===== config.mk =====
export PLATFORM = sky130hd
export DESIGN_NAME = interrupt_controller
export DESIGN_NICKNAME = d
export VERILOG_FILES = /design/src/rtl/interrupt_controller.sv
export SDC_FILE = /design/constraint.sdc
export NUM_CORES = 1
export LEC_CHECK = 0
export CORE_MARGIN = 4
export CORE_UTILIZATION = 42
export CTS_CLUSTER_SIZE = 16
export DETAILED_ROUTE_END_ITERATION = 7
export PLACE_DENSITY = 0.71
export SYNTH_ARGS = -nofsm -noshare
export SYNTH_HDL_FRONTEND = slang
export SYNTH_SLANG_ARGS = --single-unit

===== constraint.sdc =====
create_clock -name clk -period 3.2 [get_ports clk]
set_clock_uncertainty 0.1 [all_clocks]
set_input_delay 0.64 -clock clk [delete_from_list [all_inputs] [get_ports clk]]
set_output_delay 0.64 -clock clk [all_outputs]
set_load 0.01 [all_outputs]

===== src/rtl/interrupt_controller.sv =====
// Fixed-priority interrupt controller: latches peripheral factor flags, applies per-group masks,
// and hands the highest-priority pending vector to the CPU through a REQ/SERVICE handshake.
module interrupt_controller #(
  parameter int NUM_GROUPS = 6
) (
  input  logic       clk,
  input  logic       reset_n,
  input  logic [3:0] set_clock,
  input  logic [1:0] set_stopwatch,
  input  logic       set_k0,
  input  logic       set_k1,
  input  logic       set_serial,
  input  logic       prog_factor,
  output logic       prog_reset_factor,
  input  logic       mask_we,
  input  logic [2:0] mask_group,
  input  logic [3:0] mask_data,
  input  logic       factor_re,
  input  logic [2:0] factor_group,
  output logic [3:0] factor_rdata,
  input  logic       int_enable,
  output logic       irq,
  output logic [3:0] irq_vector,
  input  logic       irq_ack,
  input  logic       irq_done
);

  typedef enum logic [1:0] {
    ST_IDLE    = 2'd0,
    ST_REQ     = 2'd1,
    ST_SERVICE = 2'd2
  } state_t;

  localparam logic [3:0] GRP_LIMIT = 4'(NUM_GROUPS);
  // Element 0 is the clock timer group, element 5 the prog timer group.
  localparam logic [5:0][3:0] WIDTH_MASK = {4'h1, 4'h1, 4'h1, 4'h1, 4'h3, 4'hF};

  state_t          state_r, next_state_s;
  logic [5:0][3:0] factor_r;
  logic [5:0][3:0] mask_r;
  logic [5:0][3:0] set_s;
  logic [5:0]      pend_s;
  logic [3:0]      win_vec_s;
  logic [3:0]      rdata_sel_s;
  logic            any_pend_s;
  logic            prog_factor_r;
  logic            mask_ok_s;
  logic            read_ok_s;
  logic            irq_r;
  logic [3:0]      irq_vector_r;
  logic [3:0]      factor_rdata_r;
  logic            prog_reset_factor_r;

  assign mask_ok_s = ({1'b0, mask_group} < GRP_LIMIT);
  assign read_ok_s = ({1'b0, factor_group} < GRP_LIMIT);

  // Gather set sources; prog timer sets on the rising edge of its level flag.
  always_comb begin
    set_s    = '0;
    set_s[0] = set_clock;
    set_s[1] = {2'b00, set_stopwatch};
    set_s[2] = {3'b000, set_k0};
    set_s[3] = {3'b000, set_k1};
    set_s[4] = {3'b000, set_serial};
    set_s[5] = {3'b000, prog_factor & ~prog_factor_r};
  end

  // Factor latches: a read clears the group, but a same-cycle set survives the clear.
  always_ff @(posedge clk) begin
    if (!reset_n) begin
      factor_r      <= '0;
      prog_factor_r <= 1'b0;
    end else begin
      prog_factor_r <= prog_factor;
      for (int g = 0; g < 6; g++) begin
        if (factor_re && read_ok_s && (factor_group == 3'(g))) begin
          factor_r[g] <= set_s[g] & WIDTH_MASK[g];
        end else begin
          factor_r[g] <= (factor_r[g] | set_s[g]) & WIDTH_MASK[g];
        end
      end
    end
  end

  // Mask registers; out-of-range group indices never match.
  always_ff @(posedge clk) begin
    if (!reset_n) begin
      mask_r <= '0;
    end else begin
      for (int g = 0; g < 6; g++) begin
        if (mask_we && mask_ok_s && (mask_group == 3'(g))) begin
          mask_r[g] <= mask_data & WIDTH_MASK[g];
        end else begin
          mask_r[g] <= mask_r[g];
        end
      end
    end
  end

  // Pending groups and the fixed-priority winner (group 5 highest).
  always_comb begin
    for (int g = 0; g < 6; g++) begin
      pend_s[g] = |(factor_r[g] & mask_r[g]);
    end
    any_pend_s = |pend_s;
    casez (pend_s)
      6'b1?????: win_vec_s = 4'hC;
      6'b01????: win_vec_s = 4'hA;
      6'b001???: win_vec_s = 4'h8;
      6'b0001??: win_vec_s = 4'h6;
      6'b00001?: win_vec_s = 4'h4;
      6'b000001: win_vec_s = 4'h2;
      default:   win_vec_s = 4'h0;
    endcase
  end

  // Read data selection.
  always_comb begin
    case (factor_group)
      3'd0:    rdata_sel_s = factor_r[0];
      3'd1:    rdata_sel_s = factor_r[1];
      3'd2:    rdata_sel_s = factor_r[2];
      3'd3:    rdata_sel_s = factor_r[3];
      3'd4:    rdata_sel_s = factor_r[4];
      3'd5:    rdata_sel_s = factor_r[5];
      default: rdata_sel_s = 4'h0;
    endcase
  end

  // Next-state logic; an ack outranks a simultaneous loss of pending.
  always_comb begin
    next_state_s = state_r;
    case (state_r)
      ST_IDLE: begin
        if (int_enable && any_pend_s) next_state_s = ST_REQ;
        else                          next_state_s = ST_IDLE;
      end
      ST_REQ: begin
        if (irq_ack)                         next_state_s = ST_SERVICE;
        else if (!any_pend_s || !int_enable) next_state_s = ST_IDLE;
        else                                 next_state_s = ST_REQ;
      end
      ST_SERVICE: begin
        if (irq_done) next_state_s = ST_IDLE;
        else          next_state_s = ST_SERVICE;
      end
      default: next_state_s = ST_IDLE;
    endcase
  end

  // State and registered CPU-side outputs; the vector freezes whenever REQ is not next.
  always_ff @(posedge clk) begin
    if (!reset_n) begin
      state_r      <= ST_IDLE;
      irq_r        <= 1'b0;
      irq_vector_r <= 4'h0;
    end else begin
      state_r <= next_state_s;
      irq_r   <= (next_state_s == ST_REQ);
      if (next_state_s == ST_REQ) irq_vector_r <= win_vec_s;
      else                        irq_vector_r <= irq_vector_r;
    end
  end

  // Registered read data and the prog timer clear strobe.
  always_ff @(posedge clk) begin
    if (!reset_n) begin
      factor_rdata_r      <= 4'h0;
      prog_reset_factor_r <= 1'b0;
    end else begin
      prog_reset_factor_r <= factor_re && (factor_group == 3'd5);
      if (factor_re) factor_rdata_r <= read_ok_s ? rdata_sel_s : 4'h0;
      else           factor_rdata_r <= factor_rdata_r;
    end
  end

  assign irq               = irq_r;
  assign irq_vector        = irq_vector_r;
  assign factor_rdata      = factor_rdata_r;
  assign prog_reset_factor = prog_reset_factor_r;

endmodule


# == Yosys cells after proc, flatten, opt, wreduce, memory -nomap -nowiden ==
# Cells that the tools add are included.
# word_totals
out_inout_bits,10
wordCells,95
ff_bits,33
in_bits,27
# op_classes
n_bitwise,14
n_eq_ne,18
n_lt_le_gt_ge,2
n_reduce_logical,29
n_mux,14
# ops
op,n
4-bit case mux with 6 select lines,2
24-bit OR reduction,1
4-bit OR reduction,6
1-bit logical AND,16
3-bit by 2-bit equality test with 1-bit output (second input constant),4
3-bit equality test (second input constant),4
3-bit by 1-bit equality test with 1-bit output (second input constant),3
4-bit two-way mux,2
2-bit by 1-bit equality test with 1-bit output (second input constant),3
6-bit by 1-bit equality test with 1-bit output (second input constant),1
3-bit logical NOT,2
3-bit less-than comparator (second input constant),2
1-bit two-way mux,6
2-bit two-way mux,3
2-bit case mux with 3 select lines,1
1-bit AND,5
5-bit by 1-bit equality test with 1-bit output (second input constant),1
4-bit AND,1
4-bit by 1-bit equality test with 1-bit output (second input constant),1
1-bit bitwise OR,4
4-bit bitwise OR,1
2-bit AND,1
2-bit equality test (second input constant),1
1-bit logical NOT,2
other kinds (4),4

# == Longest topological paths before layout ==
# logic_depth
depth_word,8
ltp_mapped,5

# == Worst setup path before layout ==
# Ideal clock, no wire load.
# synth_path
path_type,input to register
start,input port factor_re
end,register factor_r[16] (netlist bit)
t_required_ns,2.972
path_slack_ns,1.597
stages,4
n_path_buf,0
arrival_time_ns,1.376
setup_ns,0.128
cell_sequence,inv_1 > or4b_1 > a21oi_1 > nor2_1
# synth_between
elab_chain_cells,3
# synth_rtl
item,line,text
from (decl),18,"input logic factor_re,"
1-bit logical AND (2 in a row),76,if (factor_re && read_ok_s && (factor_group == 3'(g))) begin
1-bit two-way mux,76,
"to (signal, indexed assignment)",77,factor_r[g] <= set_s[g] & WIDTH_MASK[g];
"to (signal, indexed assignment)",79,factor_r[g] <= (factor_r[g] | set_s[g]) & WIDTH_MASK[g];
to (decl),39,logic [5:0][3:0] factor_r;
# Every way passes these cells.
# A chain may end at the register's enable or synchronous reset.

# == Final worst setup path ==
# layout_path
start,"register irq_vector_r[2], in the netlist irq_vector[2]"
end,output port irq_vector[2]
# layout_rtl
item,line,text
from (decl),50,logic [3:0] irq_vector_r;
from (signal assigned),160,if (next_state_s == ST_REQ) irq_vector_r <= win_vec_s;
from (signal assigned),161,else irq_vector_r <= irq_vector_r;
to (decl),23,"output logic [3:0] irq_vector,"
# No word-level cell between the ends.

==> results.cfg <==
[global_routing]
grt_usage_pct = 15.8
grt_pass1_vias = 1126
grt_max_degree = 15
grt_pass1_wl_um = 5090
antenna_found_initial = 0
grt-ovfl-total = 0

[synth]
async_reset_ff_share_pct = 0
synthTopCellsByCount = dfxtp_1 (32), nor2_1 (28), mux2i_1 (15), a21oi_1 (12), nand2_1 (10)
synthCells = 150
postSynthAreaPerCell_um2 = 8.98
syn_nets = 177
synth_top_cell_by_area = dfxtp_1
synth_cell_types = 35
syn_area_mm2 = 0.00135
synth_edf_count = 0
ys_seq_area_share_pct = 47.6
ys.warnings.count = 0
synth_top_area_share_pct = 47.6
synth_area_leaders = dfxtp_1 (48%), mux2i_1 (11%), nor2_1 (7.8%), a21oi_1 (4.5%), a22oi_1 (2.8%)
yosysMostFrequentCell = dfxtp_1
synth-seq-cells = 32
yosys_most_used_dff = dfxtp_1

[finish]
area_growth_pct = 36.0
final_cell_count_no_fill = 233
layout-drive-gt1-share_pct = 6.35
nFillCells = 291
num-nets-final = 215
num_antenna_cells = 0

[drt]
wl_per_cell_um = 12.9
vias = 1211
vias_per_cell = 5.20
wirelength_met1_um = 1330
drc = 0
initialDrtViolationCount = 60
firstDrtPassIters = 4
drtAntennaViolNets = 0
met2_length_um = 1400
wl_met3_um = 209
drt_wl_total_um = 3000
highest_layer = met4

[sta]
tns_ps = 0
min_period_over_period_pct = 62.4
setup-violations-final = 0
drv_slew = 0
rsz0062_at_grt = no
hold_violations = 0
fmax_ghz = 0.501
fin_crit_ps = 2000

[clock_network]
ctsHoldBuffers = 0
cts_setup_buffers = 0
cts.clk_slew.worst_paths_ps = 100
root_buffer = clkbuf_4
worstSkewPairLatency_ps = 330
postCtsResizedCells = 0
clock_path_buffers = 2
cts_buffers = 5
cts_sinks = 32
tritoncts = done
ctsHtreeMaxLevel = 2

[pwr]
ir_worst_vdd_mv = 0.299
powerDensity_mw_per_mm2 = 473
leakage_uw = 0.000698

[status]
status = completed

[setup_path]
cp_cell_sequence = clkdlybuf4s50_1
critical_path.top_delay_family = buffers and inverters
r2r-start = factor_r[4]$_SDFF_PN0_
end_kind = primary output
cp_max_fo = 3
crit_cells = 1
slowest_stage = clkdlybuf4s50_1
r2r-end = irq_vector[1]$_SDFFE_PN0N_
startpoint = irq_vector[2]$_SDFFE_PN0N_
startpoint_type = flop
crit_path_max_incr_delay_ps = 550
critPathRequiredTime_ps = 2460
arrival_ps = 1260
crit_buf_inv = 1
crit_type = reg2out
r2r_slack_ps = 1630
crit_path_end = irq_vector[2]
r2r_cells = 4

[min_path]
min_path_type = reg2reg

[die]
core-area_mm2 = 0.00305
num_rows = 20
pin_count = 37
fp.dieH_um = 64.6
die_w_um = 64.6
die_area_mm2 = 0.00418
start_util_pct = 44.1

[placement]
io_buffers = 35
gp_congestion = 0.794
dpl.hpwl_um = 2310
dp.cells = 225

[flow_run]
maxCapViolCount = 0
## metrics by stage
step                      util (%)  power, µW  setup WS [ps]  hold WS [ps]  area, µm²
after floorplan                  -        478           1600           361       1350
after global placement        56.8        530            946           354       1740
after detailed placement      56.8        532            874           361       1740
after CTS                     60.0        874           1200           373       1830
after global routing          60.0        901           1100           403       1830
final                         60.0        867           1200           368       1830
## tightest hold or removal path, stage by stage, from the launching register on
cell and delay (ps):
dfxtp_1 320, nand2_1 50, mux2i_1 60
## layer usage
layer  GRT usage, %  up-vias
met5              0        -
met4           8.44        0
met3           5.89        7
met2           23.7       36
met1           19.5      559
li1               -      609
## final cells by class
type	instances	area [µm²]	area share, %
multi-input cells	109	667	36.4
flip-flops and latches	32	641	35.0
repair buffers	36	358	19.5
clock buffers	7	65.1	3.55
well taps	44	55.1	3.01
clock inverters	1	30.0	1.64
inverters	4	15.0	0.820
## report_power, final
group,switching [µW],total (µW),leakage (µW),internal [µW]
Combinational,41.5,96.1,0.000384,54.6
Sequential,12.8,427,0.000262,414
Clock,137,344,0.0000515,207
Total,191,867,0.000698,676
## registers in the layout (all words and copies together), names as in the netlist
name               count
factor_r              10
irq_vector             3
state_r                2
prog_reset_factor      1
irq                    1
factor_rdata           4
prog_factor_r          1
mask_r                10
## cell families after synthesis
| group | share of synthesized area [%] |
|---|---|
| buf+inv | 2.88 |
| flops | 47.6 |
| simple gates | 22.5 |
| other cells | 0.279 |
| mux | 11.2 |
| compound gates | 15.6 |
## placed cells by master (no fill, tap or decap), drive strengths merged, types with 4 or more instances in the layout
cell,count
o21ai,7
clkdlybuf4s50,35
clkbuf,7
a22oi,5
dfxtp,32
a21oi,12
nand4b,4
nor2,28
mux2i,15
nand2,10
## how the worst min path moves through the flow
stage | from | to | slack (ps) | cells after the start
6_report | irq_vector[1]$_SDFFE_PN0N_ | irq_vector[1]$_SDFFE_PN0N_ | 370 | 2
5_1_grt | irq_vector[1]$_SDFFE_PN0N_ | irq_vector[1]$_SDFFE_PN0N_ | 400 | 2
4_1_cts | irq_vector[1]$_SDFFE_PN0N_ | irq_vector[1]$_SDFFE_PN0N_ | 370 | 2
3_5_place_dp | irq_vector[1]$_SDFFE_PN0N_ | irq_vector[1]$_SDFFE_PN0N_ | 360 | 2
3_3_place_gp | irq_vector[1]$_SDFFE_PN0N_ | irq_vector[1]$_SDFFE_PN0N_ | 350 | 2
2_1_floorplan | mask_r[0]$_SDFFE_PN0P_ | mask_r[0]$_SDFFE_PN0P_ | 360 | 2
Power figures use the tool's default switching activity.
